[config.mk]
export PLATFORM = sky130hd
export DESIGN_NAME = prefix_adder_pipe
export DESIGN_NICKNAME = d
export VERILOG_FILES = /design/src/rtl/adder_pkg.sv /design/src/rtl/prefix_black_cell.sv /design/src/rtl/prefix_adder_pipe.sv
export SDC_FILE = /design/constraint.sdc
export NUM_CORES = 1
export LEC_CHECK = 0
export BUFFER_PORTS_ARGS = -buffer_cell sky130_fd_sc_hd__buf_4
export CAP_MARGIN = 5
export CELL_PAD_IN_SITES_DETAIL_PLACEMENT = 1
export CELL_PAD_IN_SITES_GLOBAL_PLACEMENT = 1
export CORE_UTILIZATION = 46
export CTS_CLUSTER_SIZE = 20
export DETAILED_ROUTE_END_ITERATION = 8
export PLACE_DENSITY = 0.9
export SYNTH_ARGS = -nofsm -noshare
export SYNTH_HDL_FRONTEND = slang
export SYNTH_HIERARCHICAL = 1
export SYNTH_SLANG_ARGS = --single-unit
[constraint.sdc]
create_clock -name clk -period 4.2 [get_ports clk]
set_input_delay 0.42 -clock clk [delete_from_list [all_inputs] [get_ports clk]]
set_output_delay 0.42 -clock clk [all_outputs]
set_load 0.03 [all_outputs]
[src/rtl/adder_pkg.sv]
// Shared definitions for the prefix-adder family: operation encoding and
// helpers that size the prefix tree and place its pipeline registers.
package adder_pkg;

  typedef enum logic {
    OP_ADD = 1'b0,
    OP_SUB = 1'b1
  } op_e;

  localparam int MIN_WIDTH = 4;
  localparam int MAX_WIDTH = 64;

  function automatic int level_count(input int width);
    return $clog2(width);
  endfunction

  // Level after which inner register k sits: ceil(k*levels/stages).
  function automatic int boundary_level(input int k, input int levels, input int stages);
    return (k * levels + stages - 1) / stages;
  endfunction

endpackage

[src/rtl/prefix_black_cell.sv]
// Kogge-Stone black cell: merges a higher (generate, propagate) pair with
// the adjacent lower group.
module prefix_black_cell (
  input  logic g_hi,
  input  logic p_hi,
  input  logic g_lo,
  input  logic p_lo,
  output logic g,
  output logic p
);

  assign g = g_hi | (p_hi & g_lo);
  assign p = p_hi & p_lo;

endmodule

[src/rtl/prefix_adder_pipe.sv]
// Pipelined Kogge-Stone adder/subtractor. A single advance enable moves every
// stage at once, so backpressure freezes the whole pipe without skid buffers.
module prefix_adder_pipe
  import adder_pkg::*;
#(
  parameter int WIDTH       = 32,
  parameter int PIPE_STAGES = 2
) (
  input  logic             clk,
  input  logic             rst,
  input  logic             in_valid,
  output logic             in_ready,
  input  logic [WIDTH-1:0] in_a,
  input  logic [WIDTH-1:0] in_b,
  input  logic             in_cin,
  input  logic             in_op,
  output logic             out_valid,
  input  logic             out_ready,
  output logic [WIDTH-1:0] out_sum,
  output logic             out_cout,
  output logic             out_ovf,
  output logic             out_zero
);

  localparam int LOG = level_count(WIDTH);

  if (WIDTH < MIN_WIDTH || WIDTH > MAX_WIDTH || (WIDTH & (WIDTH - 1)) != 0) begin : g_bad_width
    $error("prefix_adder_pipe: WIDTH must be a power of two in 4..64");
  end
  if (PIPE_STAGES < 1 || PIPE_STAGES > LOG + 1) begin : g_bad_stages
    $error("prefix_adder_pipe: PIPE_STAGES must be in 1..clog2(WIDTH)+1");
  end

  function automatic bit is_boundary(input int lvl);
    for (int k = 1; k < PIPE_STAGES; k++) begin
      if (boundary_level(k, LOG, PIPE_STAGES) == lvl) return 1'b1;
    end
    return 1'b0;
  endfunction

  logic             adv;
  logic             sub;
  logic [WIDTH-1:0] b_eff;

  // Per-level view of the datapath after any register at that level.
  logic [WIDTH-1:0] g_post  [LOG+1];
  logic [WIDTH-1:0] p_post  [LOG+1];
  logic [WIDTH-1:0] sp_post [LOG+1];
  logic             cin_post[LOG+1];
  logic             v_post  [LOG+1];

  assign adv      = ~out_valid | out_ready;
  assign in_ready = adv;

  assign sub         = (op_e'(in_op) == OP_SUB);
  assign b_eff       = in_b ^ {WIDTH{sub}};
  assign g_post[0]   = in_a & b_eff;
  assign p_post[0]   = in_a ^ b_eff;
  assign sp_post[0]  = in_a ^ b_eff;
  assign cin_post[0] = in_cin ^ sub;
  assign v_post[0]   = in_valid;

  for (genvar l = 1; l <= LOG; l++) begin : g_level
    localparam int SPAN = 1 << (l - 1);
    logic [WIDTH-1:0] g_lvl;
    logic [WIDTH-1:0] p_lvl;

    for (genvar i = 0; i < WIDTH; i++) begin : g_bit
      if (i >= SPAN) begin : g_cell
        prefix_black_cell u_cell (
          .g_hi (g_post[l-1][i]),
          .p_hi (p_post[l-1][i]),
          .g_lo (g_post[l-1][i-SPAN]),
          .p_lo (p_post[l-1][i-SPAN]),
          .g    (g_lvl[i]),
          .p    (p_lvl[i])
        );
      end else begin : g_pass
        assign g_lvl[i] = g_post[l-1][i];
        assign p_lvl[i] = p_post[l-1][i];
      end
    end

    if (is_boundary(l)) begin : g_reg
      logic [WIDTH-1:0] g_q, p_q, sp_q;
      logic             cin_q, v_q;

      always_ff @(posedge clk) begin
        if (rst)      v_q <= 1'b0;
        else if (adv) v_q <= v_post[l-1];
      end

      always_ff @(posedge clk) begin
        if (adv) begin
          g_q   <= g_lvl;
          p_q   <= p_lvl;
          sp_q  <= sp_post[l-1];
          cin_q <= cin_post[l-1];
        end
      end

      assign g_post[l]   = g_q;
      assign p_post[l]   = p_q;
      assign sp_post[l]  = sp_q;
      assign cin_post[l] = cin_q;
      assign v_post[l]   = v_q;
    end else begin : g_comb
      assign g_post[l]   = g_lvl;
      assign p_post[l]   = p_lvl;
      assign sp_post[l]  = sp_post[l-1];
      assign cin_post[l] = cin_post[l-1];
      assign v_post[l]   = v_post[l-1];
    end
  end

  // Carry-in enters as the group below bit 0: C_i = G_i | P_i & cin.
  logic [WIDTH-1:0] carry, carry_in, sum_next;

  assign carry    = g_post[LOG] | (p_post[LOG] & {WIDTH{cin_post[LOG]}});
  assign carry_in = {carry[WIDTH-2:0], cin_post[LOG]};
  assign sum_next = sp_post[LOG] ^ carry_in;

  always_ff @(posedge clk) begin
    if (rst) begin
      out_valid <= 1'b0;
      out_sum   <= '0;
      out_cout  <= 1'b0;
      out_ovf   <= 1'b0;
      out_zero  <= 1'b0;
    end else if (adv) begin
      out_valid <= v_post[LOG];
      if (v_post[LOG]) begin
        out_sum  <= sum_next;
        out_cout <= carry[WIDTH-1];
        out_ovf  <= carry[WIDTH-1] ^ carry[WIDTH-2];
        out_zero <= (sum_next == '0);
      end
    end
  end

endmodule

* After elaboration in Yosys (flattened, before gate mapping)
Cells that the tools add are included.
** Storage, ports and cells
- Register bits :: 134
- Input port bits :: 70
- Word-level logic and storage cells :: 409
** Operators by class
- Bitwise logic cells :: 397
- Reduce and logical (&&, ||, !) cells :: 2
** Operators with widths (count)
- $and A1 B1 Y1 :: 258
- $or A1 B1 Y1 :: 130
- $xor A32 B32 Y32 :: 3
- $and A32 B32 Y32 :: 2
- $logic_not A32 Y1 :: 1
- $or A32 B32 Y32 :: 1
- $reduce_and A2 Y1 :: 1
- $xor A1 B1 Y1 :: 2
- $not A1 Y1 :: 1

* Logic depth before layout (Yosys ltp)
Gate-level depths: netlist of the first run.
- Depth in word-level cells :: 8
- Depth in mapped cells :: 8

* Hierarchy
Netlist of the first run, hierarchy kept.
** By module, submodules not included
- prefix_adder_pipe :: times used 1, cells each 408, area each 5436.5 um^2, seq. area each 3623.5 um^2
- prefix_black_cell :: times used 129, cells each 2, area each 15.0 um^2, seq. area each 0.0 um^2

* Worst setup path before layout of the first run
No wires, ideal clock.
- Path type :: input-to-reg
- Start :: input port out_ready
- End :: register out_zero
- Arrival time :: 3.366 ns
- Required time :: 4.130 ns
- Slack :: 0.763 ns
- Cell stages on the path :: 7
- Buffers on the path :: 1
- Path through :: nand2b_1 -> clkbuf_2 -> nand2_1 -> or4b_1 -> nor4_1 -> nand4_1 -> a21oi_1
** Between the ends
- Cells in the longest elaborated chain, start to end :: 2
** RTL lines
- start, declared :: RTL line prefix_adder_pipe.sv:18 : input logic out_ready,
- $or A1 B1 Y1 :: RTL line prefix_adder_pipe.sv:52 : assign adv = ~out_valid | out_ready;
- via in_ready :: RTL line prefix_adder_pipe.sv:12 : output logic in_ready,
- $reduce_and A2 Y1 (no source line)
- end signal, assigned :: RTL line prefix_adder_pipe.sv:136 : out_zero <= (sum_next == '0);
- end, declared :: RTL line prefix_adder_pipe.sv:22 : output logic out_zero
The timed path passes the listed nets, and every way through them passes these cells.
A chain may end at the register's enable or synchronous reset.

* Final worst setup path of the first run
- Start :: register g_level[3].g_reg.cin_q
- End :: register out_zero
** Between the ends
- Cells in the longest elaborated chain, start to end :: 4
** RTL lines
- start, declared :: RTL line prefix_adder_pipe.sv:86 : logic cin_q, v_q;
- start signal, assigned :: RTL line prefix_adder_pipe.sv:98 : cin_q <= cin_post[l-1];
- $and A32 B32 Y32 :: RTL line prefix_adder_pipe.sv:119 : assign carry = g_post[LOG] | (p_post[LOG] & {WIDTH{cin_post[LOG]}});
- $or A32 B32 Y32 :: RTL line prefix_adder_pipe.sv:119
- $xor A32 B32 Y32 (*) :: RTL line prefix_adder_pipe.sv:121 : assign sum_next = sp_post[LOG] ^ carry_in;
- $logic_not A32 Y1 (*) :: RTL line prefix_adder_pipe.sv:136
Mark *: on every way between the ends. The rest lies on a longest branch, timed or not.

==> flow_metrics.py, run 1 <==
metrics = {
    "clock_tree": {
        "clk_pin_slew_ps": 60,
        "cts.sinks": 133,
        "postCtsHoldBufs": 0,
        "ctsRootBufferMaster": "clkbuf_16",
        "clock_latency_ps": 420,
        "numCtsBuffers": 17,
        "htreeDepth": 4,
        "cts_buffer_depth": 2,
        "post_cts_buffers": 0,
        "cts_tree": "done",
        "cts_resized": 0,
    },
    "synth": {
        "synth_warnings": 6,
        "synth_area_sq_um": 7370,
        "syn_nets": 769,
        "ys_types": 31,
        "synth_cells": 666,
        "synth_seq_cells": 133,
        "synth_area_per_cell_sq_um": 11.1,
        "synth-seq-area-share": 0.491,
    },
    "floorplanning": {
        "fp.dieArea_sq_um": 16500,
        "io-pin-count": 107,
        "core_sq_um": 15400,
        "rows": 45,
        "initial_core_util": 0.478,
        "die_x_um": 129,
        "die_h_um": 129,
    },
    "final_layout": {
        "antenna_cells": 0,
        "fillers": 1689,
        "multi_input_area_sq_um": 3670,
        "regArea_sq_um": 3620,
        "layout-drive-gt1-share": 0.346,
        "areaGrowthSynthToFinish_pct": 22.0,
        "final_nets": 878,
    },
    "global_route": {
        "grt_use_total": 0.273,
        "grt_pass1_vias": 5943,
        "grt_pass1_wl_um": 33200,
        "grt_max_degree": 62,
        "grt-ovfl-total": 0,
        "grtUsageMet1": 0.334,
        "gr-max-usage-layer": "met2",
        "met3_usage": 0.0632,
        "met2_usage": 0.475,
        "antenna_found_initial": 0,
    },
    "drt": {
        "vias_per_cell": 5.56,
        "via_count": 5555,
        "first_pass_iters": 5,
        "avgRoutedWirePerCell_um": 21.6,
        "wirelength_um": 21600,
        "drc": 0,
        "ant_nets": 0,
        "drt_iter0_drc": 331,
    },
    "timing": {
        "period_minus_slack_ps": 2650,
        "max_freq_mhz": 377,
        "hold_slack_ps": 254,
        "skew_ps": 7.02,
        "worstMarginPinSlew_ps": 997,
        "hold_viol": 0,
        "slew_headroom": 0.335,
        "setup_viol": 0,
        "tns_ps": 0,
        "finalCritPeriodShare": 0.631,
        "drv_slew": 0,
        "rsz0062_at_grt": "false",
    },
    "worst_setup_path": {
        "critPathArrivalTime_ps": 3000,
        "path_class": "flip-flop to flip-flop",
        "crit_path_start_kind": "flip-flop",
        "crit_required_ps": 4550,
        "path_max_fanout": 20,
        "endpoint_kind": "flip-flop",
    },
    "placed_design": {
        "port-buffer-count": 106,
        "post-dp-hpwl_um": 16200,
        "place.gp.congestion": 0.868,
    },
    "flow_run": {
        "cap_violations": 0,
    },
    "pwr": {
        "p_per_area_nw_per_um2": 473,
        "p_leak_nw": 4.38,
        "p_total_mw": 4.26,
        "ir_worst_vdd_v": 0.000311,
    },
    "outcome": {
        "status": "completed",
    },
    "min_path": {
        "hp-class": "input pin to flip-flop",
    },
}
[cell families (layout without fill, tap and decap cells)]
logic type / after synthesis / count (layout) / synth area share
simple gates: 217 / 217 / 0.182
buf+inv: 20 / 142 / 0.0115
xor+xnor: 64 / 64 / 0.0760
flops: 133 / 133 / 0.491
compound gates: 198 / 198 / 0.182
fa+ha+maj: 33 / 33 / 0.0560
mux: 1 / 1 / 0.00136
[cell type report]
type,count,share of cell area
clock buffers,24,0.0619
clock inverters,8,0.00598
inverters,1,0.000417
multi-input cells,513,0.408
flip-flops and latches,133,0.403
well taps,211,0.0294
repair buffers,109,0.0910
[cells in the mapped netlist, drive strengths merged]
cell type / n / area (sq um)
o21ai: 1 / 5.00
ha: 33 / 413
clkbuf: 15 / 57.6
and2: 130 / 975
a21oi: 65 / 344
nand2: 68 / 255
nor4: 6 / 37.5
dfxtp: 37 / 741
buf: 4 / 23.8
a211oi: 1 / 7.51
nand4: 1 / 6.26
and4: 1 / 8.76
a221oi: 1 / 8.76
mux2i: 1 / 10.0
inv: 1 / 3.75
nand2b: 1 / 6.26
xnor2: 30 / 263
nor3: 3 / 15.0
o21a: 1 / 7.51
xor2: 34 / 298
or4: 1 / 7.51
a21o: 129 / 968
edfxtp: 96 / 2880
nor2: 5 / 18.8
or4b: 1 / 10.0
[power by group]
part | switching, mW | total [mW] | internal, mW
registers | 0.127 | 1.73 | 1.61
clock network | 0.571 | 1.50 | 0.930
logic | 0.585 | 1.02 | 0.439
total | 1.28 | 4.26 | 2.97
[stage by stage]
step | cell area, sq um | setup slack [ps] | instances | util
3_3_place_gp | 8380 | 1710 | 967 | 0.543
5_1_grt | 8990 | 1400 | 999 | 0.583
4_1_cts | 8990 | 1570 | 999 | 0.583
6_report | 8990 | 1550 | 999 | 0.583
2_1_floorplan | 7370 | 763 | 666 | -
3_5_place_dp | 8380 | 1630 | 967 | 0.543
[cells in the final DEF, fill, tap and decap left out, types with 3 or more instances in the layout]
master / count
nor2_1: 5
xnor2_1: 30
a21oi_1: 62
clkinv_2: 3
a21o_1: 129
ha_1: 33
and2_2: 129
nor4_1: 6
nand2_1: 68
edfxtp_1: 96
buf_4: 109
dfxtp_1: 37
clkbuf_16: 21
nor3_1: 3
xor2_1: 34
[flip-flops by register name (all words and copies together), names as in the netlist]
| name | flops |
|---|---|
| g_level.g_reg.cin_q | 1 |
| g_level.g_reg.p_q | 32 |
| out_valid | 1 |
| out_ovf | 1 |
| g_level.g_reg.g_q | 32 |
| out_sum | 32 |
| g_level.g_reg.v_q | 1 |
| g_level.g_reg.sp_q | 31 |
| out_zero | 1 |
| out_cout | 1 |
[worst max-delay path, cell delays in order (launching register included)]
cell,delay [ps]
edfxtp_1,900
buf_4,340
ha_1,180
nor2_1,60
xor2_1,160
or4b_1,460
nor4_1,210
nand4_1,130
a21oi_1,130
[worst paths after layout]
path                                from  cells past startpoint                   end  slack, ps
setup / recovery  g_level[3].g_reg.cin_q                      8              out_zero       1550
hold / removal                  in_valid                      3  g_level[3].g_reg.v_q        250
setup reg to reg  g_level[3].g_reg.cin_q                      8              out_zero       1550
hold reg to reg               out_sum[8]                      2            out_sum[8]        450
[metal layers]
layer / up-vias / part of all wire
li1: 2582 / -
met1: 2770 / 0.42
met2: 172 / 0.51
met3: 31 / 0.057
met4: 0 / 0.019
met5: - / 0
(Power assumes the default switching activity.)
==> run 2: changes to the inputs <==
ABC_AREA = 1   (was unset)
CORE_UTILIZATION = 42   (was 46)
PLACE_DENSITY = 0.89   (was 0.9)
clock period = 2.78 ns   (was 4.2 ns; I/O delays follow)
==> flow_metrics.py, run 2 <==
metrics = {
    "outcome": {
        "status": "completed",
    },
    "drt": {
        "ant_nets": 0,
        "via_count": 7547,
        "vias_per_cell": 4.86,
        "drc": 0,
        "avgRoutedWirePerCell_um": 16.7,
        "first_pass_iters": 5,
        "drt_iter0_drc": 495,
        "wirelength_um": 25900,
    },
    "global_route": {
        "grt_pass1_vias": 7850,
        "met3_usage": 0.0493,
        "grt-ovfl-total": 0,
        "antenna_found_initial": 0,
        "met2_usage": 0.476,
        "grt_pass1_wl_um": 40400,
        "grtUsageMet1": 0.323,
        "gr-max-usage-layer": "met2",
        "grt_use_total": 0.269,
        "grt_max_degree": 64,
    },
    "synth": {
        "synth_common_cells": "529 x nand2_1, 299 x inv_1, 96 x edfxtp_1, 37 x dfxtp_1, 36 x o21ai_0",
        "synth-main-ff-cell": "edfxtp_1",
        "yosysMostFrequentCell": "nand2_1",
        "synth_area_sq_um": 8200,
        "ys_types": 19,
        "synth_area_leader_cell": "edfxtp_1",
        "synth_seq_cells": 133,
        "synth-seq-area-share": 0.442,
        "synthArstFlopShare": 0,
        "synth.top_cell.area_share": 0.352,
        "synth_warnings": 6,
        "synth_edf_count": 96,
        "synth_cells": 1166,
        "syn_nets": 1269,
        "netlist_top_cells_area": "edfxtp_1 35%, nand2_1 24%, inv_1 14%, dfxtp_1 9.0%, ha_1 5.0%",
        "synth_area_per_cell_sq_um": 7.03,
    },
    "clock_tree": {
        "ctsRootBufferMaster": "clkbuf_16",
        "htreeDepth": 4,
        "cts_buffer_depth": 2,
        "cts_resized": 0,
        "postCtsHoldBufs": 0,
        "clock_latency_ps": 430,
        "numCtsBuffers": 17,
        "cts.sinks": 133,
        "clk_pin_slew_ps": 60,
        "post_cts_buffers": 0,
        "cts_tree": "done",
    },
    "flow_run": {
        "cap_violations": 0,
    },
    "timing": {
        "period_minus_slack_ps": 2000,
        "slew_headroom": 0.422,
        "max_freq_mhz": 500,
        "tns_ps": 0,
        "skew_ps": 9.61,
        "hold_viol": 0,
        "rsz0062_at_grt": "false",
        "worstMarginPinSlew_ps": 867,
        "finalCritPeriodShare": 0.719,
        "setup_ws_ps": 781,
        "setup_viol": 0,
        "drv_slew": 0,
    },
    "worst_setup_path": {
        "crit_top_cell": "nand2_1",
        "worst-path-buf-inv": 1,
        "crit_family": "simple AND/OR/NAND/NOR gates",
        "cp_cell_sequence": "buf_4 -> nand2_1 -> nand2_1 -> nand2_1 -> nand2_1 -> nand2_1 -> nor2_1 -> nand2_1 -> nor2_1 -> nand2_1 -> a21oi_2",
        "endpoint_kind": "flip-flop",
        "path_class": "flip-flop to flip-flop",
        "crit_required_ps": 3140,
        "critPathMaxStageDelay_ps": 540,
        "critPathSlowestCell": "edfxtp_1",
        "r2r-start": "g_level[3].g_reg.cin_q",
        "path_max_fanout": 19,
        "critPathArrivalTime_ps": 2360,
        "cp-startpoint": "g_level[3].g_reg.cin_q",
        "crit_path_start_kind": "flip-flop",
    },
    "final_layout": {
        "multi_input_area_sq_um": 3370,
        "design_area_sq_um": 9860,
        "final_nets": 1383,
        "antenna_cells": 0,
        "reg.largest.list": "g_level.g_reg.g_q (32), g_level.g_reg.p_q (32), out_sum (32)",
        "final_cell_mix": "528 x nand2_1, 299 x inv_1, 112 x buf_4, 96 x edfxtp_1, 37 x dfxtp_1",
        "areaGrowthSynthToFinish_pct": 20.2,
        "final_common_cell": "nand2_1",
        "regArea_sq_um": 3620,
        "layout-drive-gt1-share": 0.111,
        "fillers": 2470,
        "utilization": 0.522,
    },
    "placed_design": {
        "place.gp.congestion": 0.886,
        "pre_cts_ws_ps": 652,
        "post-dp-hpwl_um": 20200,
        "placed_area_sq_um": 9290,
        "port-buffer-count": 106,
    },
    "pwr": {
        "p_total_mw": 6.48,
        "p_per_area_nw_per_um2": 657,
        "p_leak_nw": 5.92,
        "ir_worst_vdd_v": 0.000406,
    },
    "floorplanning": {
        "io-pin-count": 107,
        "die_x_um": 142,
        "rows": 50,
        "fp.dieArea_sq_um": 20100,
        "initial_core_util": 0.434,
        "core_sq_um": 18900,
        "die_h_um": 142,
    },
    "min_path": {
        "hp-class": "input pin to flip-flop",
        "hp-start": "rst",
    },
}
==> run 2: cell count changes in the layout (fill, tap and decap cells not counted), moves of 4 or more <==
cell       change
o21ai_0       +35
a21oi_1       -29
a21o_1       -128
clkbuf_16      -4
inv_1        +298
xnor2_1       -29
and2_2       -129
nor2_1        +11
clkbuf_1       +4
nand3b_1      +27
nand2_1      +460
nor4_1         -6
==> run 2: final cells by class <==
| class | count | area share |
|---|---|---|
| Sequential cell | 133 | 0.367 |
| Timing Repair Buffer | 112 | 0.0853 |
| Clock inverter | 10 | 0.0133 |
| Clock buffer | 22 | 0.0450 |
| Tap cell | 260 | 0.0330 |
| Inverter | 299 | 0.114 |
| Multi-Input combinational cell | 717 | 0.342 |
==> run 2: report_power, final <==
part | leakage [nW] | internal, mW | switching, mW | total [mW]
clock | 0.282 | 1.40 | 0.839 | 2.24
sequential | 1.36 | 2.43 | 0.202 | 2.63
combinational | 4.28 | 0.545 | 1.06 | 1.61
total | 5.92 | 4.38 | 2.10 | 6.48
==> run 2: final timing paths <==
check | to | slack (ps) | cells past startpoint
worst max register to register | out_zero | 780 | 11
worst min register to register | out_zero | 480 | 2
worst min-delay path | out_zero | 40 | 2
worst max-delay path | out_zero | 780 | 11
==> run 2: metrics by stage <==
| stage | instances | hold WS, ps |
|---|---|---|
| floorplan | 1166 | 340 |
| detailed placement | 1521 | 474 |
| global placement | 1521 | 464 |
| finish | 1553 | 37.8 |
| global route | 1553 | 30.7 |
| CTS | 1553 | 26.9 |
==> run 2: cells by family (layout without fill, tap and decap cells) <==
family,count (synthesis),in the layout,synth area share
DFF,133,133,0.442
buffers and inverters,316,443,0.149
adders and majority gates,33,33,0.0504
xor gates and xnor gates,34,34,0.0363
and+or+nand+nor,577,577,0.277
AOI/OAI and AO/OA,73,73,0.0456
==> run 2: metal layers <==
| layer | part of all wire | wire length [um] |
|---|---|---|
| met5 | 0 | 0 |
| met4 | 0.024 | 618 |
| met3 | 0.050 | 1290 |
| met2 | 0.50 | 12900 |
| met1 | 0.43 | 11000 |
==> run 2: worst register-to-register path: stages (launching register included) <==
cell      delay, ps
edfxtp_1        540
buf_4           340
nand2_1         150
nand2_1          80
nand2_1          50
nand2_1         170
nand2_1         100
nor2_1          110
nand2_1          50
nor2_1          140
nand2_1          90
a21oi_2         110
==> run 3: changes to the inputs <==
ABC_AREA = 0   (was 1)
CORE_UTILIZATION = 46   (was 42)
PLACE_DENSITY = 0.9   (was 0.89)
clock period = 1.9 ns   (was 2.78 ns; I/O delays follow)
==> flow_metrics.py, run 3 (synthesis results as in run 1) <==
metrics = {
    "outcome": {
        "status": "finished, violations left",
        "violations": "setup timing",
    },
    "placed_design": {
        "port-buffer-count": 106,
        "place.gp.congestion": 0.898,
        "dp_cells": 998,
        "post-dp-hpwl_um": 16500,
        "pre_cts_ws_ps": -257,
    },
    "floorplanning": {
        "core_sq_um": 15400,
        "rows": 45,
        "io-pin-count": 107,
        "initial_core_util": 0.478,
        "die_h_um": 129,
        "die_x_um": 129,
        "fp.dieArea_sq_um": 16500,
    },
    "timing": {
        "finalCritPeriodShare": 1.13,
        "setup_viol": 2,
        "slew_headroom": 0.630,
        "worstMarginPinSlew_ps": 551,
        "hold_viol": 0,
        "period_minus_slack_ps": 2140,
        "skew_ps": 13.2,
        "hold_slack_ps": 81.9,
        "max_freq_mhz": 467,
        "drv_slew": 0,
        "rsz0062_at_grt": "true",
        "setup_ws_ps": -243,
    },
    "worst_setup_path": {
        "r2r-start": "g_level[3].g_reg.p_q[13]",
        "path_max_fanout": 3,
        "timing.rr.end": "out_zero",
        "reg2regPathDepth": 9,
        "path_class": "flip-flop to flip-flop",
        "crit_path_start_kind": "flip-flop",
        "r2r_slack_ps": -240,
        "endpoint_kind": "flip-flop",
        "critPathArrivalTime_ps": 2500,
        "crit_required_ps": 2260,
    },
    "final_layout": {
        "areaGrowthSynthToFinish_pct": 28.3,
        "fin_cells": 1043,
        "final_nets": 922,
        "antenna_cells": 0,
        "layout-drive-gt1-share": 0.407,
        "reg.largest.list": "g_level.g_reg.g_q (32), g_level.g_reg.p_q (32), out_sum (32)",
        "utilization": 0.613,
        "final_common_cell": "buf_4",
        "final_cell_mix": "150 x buf_4, 128 x a21o_1, 124 x and2_2, 96 x edfxtp_1, 67 x nand2_1",
    },
    "drt": {
        "first_pass_iters": 4,
        "wirelength_um": 23600,
        "via_count": 5816,
        "drc": 0,
        "avgRoutedWirePerCell_um": 22.6,
        "drt_iter0_drc": 375,
        "vias_per_cell": 5.58,
        "ant_nets": 0,
    },
    "global_route": {
        "antenna_found_initial": 0,
        "grt_use_total": 0.293,
        "grt-ovfl-total": 0,
        "grt_max_degree": 101,
        "grt_pass1_vias": 6205,
        "grt_pass1_wl_um": 35200,
    },
    "clock_tree": {
        "cts_buffer_depth": 2,
        "cts_tree": "done",
        "numCtsBuffers": 17,
        "clk_pin_slew_ps": 70,
        "ctsRootBufferMaster": "clkbuf_16",
        "cts.sinks": 133,
        "htreeDepth": 4,
        "clock_latency_ps": 440,
    },
    "flow_run": {
        "cap_violations": 0,
    },
    "pwr": {
        "p_leak_nw": 4.62,
        "ir_worst_vdd_v": 0.000891,
        "p_per_area_nw_per_um2": 1030,
    },
    "min_path": {
        "hold_depth": 2,
        "hold_path_end": "g_level[3].g_reg.cin_q",
        "hp-start": "in_cin",
        "hp-class": "input pin to flip-flop",
    },
}
==> run 3: critical path: stages (launching register included) <==
cell and delay (ps):
edfxtp_1 420, buf_4 160, a21o_1 230, a21o_1 210
a21oi_2 230, xnor2_2 120, nor4_2 280, buf_4 150
nand4_1 90, a21oi_1 160
==> run 3: how the worst max path moves through the flow <==
stage	end	from	cells after the start
floorplan	out_zero	out_valid	7
global placement	out_zero	g_level[3].g_reg.p_q[9]	8
detailed placement	out_zero	g_level[3].g_reg.p_q[14]	8
CTS	out_zero	g_level[3].g_reg.p_q[20]	8
global route	out_zero	g_level[3].g_reg.p_q[13]	9
finish	out_zero	g_level[3].g_reg.p_q[13]	9
==> run 3: report_power, final <==
part / internal, mW / switching, mW / total (mW) / leakage (nW)
sequential: 3.55 / 0.273 / 3.82 / 1.36
combinational: 1.24 / 1.49 / 2.72 / 3.00
clock: 1.80 / 1.37 / 3.16 / 0.256
total: 6.58 / 3.12 / 9.71 / 4.62
==> run 3: metrics by stage <==
step           area [sq um]  power [mW]  TNS [ps]
3_3_place_gp           8650        6.17     -4720
6_report               9460        9.71      -254
3_5_place_dp           8650        6.30     -8910
5_1_grt                9460        10.0      -367
4_1_cts                9330        9.60      -250
2_1_floorplan          7430        5.23      -204
==> run 3: what timing repair did <==
action / CTS / global route
endpoints found under the hold margin: 1 / 0
setup endpoints to repair: 1 / 6
resized for setup: 12 / 20
hold buffers: 1 / 0
pin swaps: 8 / 10
setup buffers: 8 / 4
==> run 3: layout make-up <==
class | instances | area [sq um]
fill | 1645 | 5970
multi-input combinational | 513 | 3830
sequential | 133 | 3630
timing repair buffer | 153 | 1170
clock buffer | 17 | 425
tap | 211 | 264
clock inverter | 15 | 130
inverter | 1 | 3.75
==> run 3: routing by layer <==
metal,track usage,vias up,part of all wire
met5,0,-,0
met4,0.117,0,0.028
met3,0.0491,50,0.046
met2,0.534,191,0.52
met1,0.342,2901,0.40
li1,-,2674,-
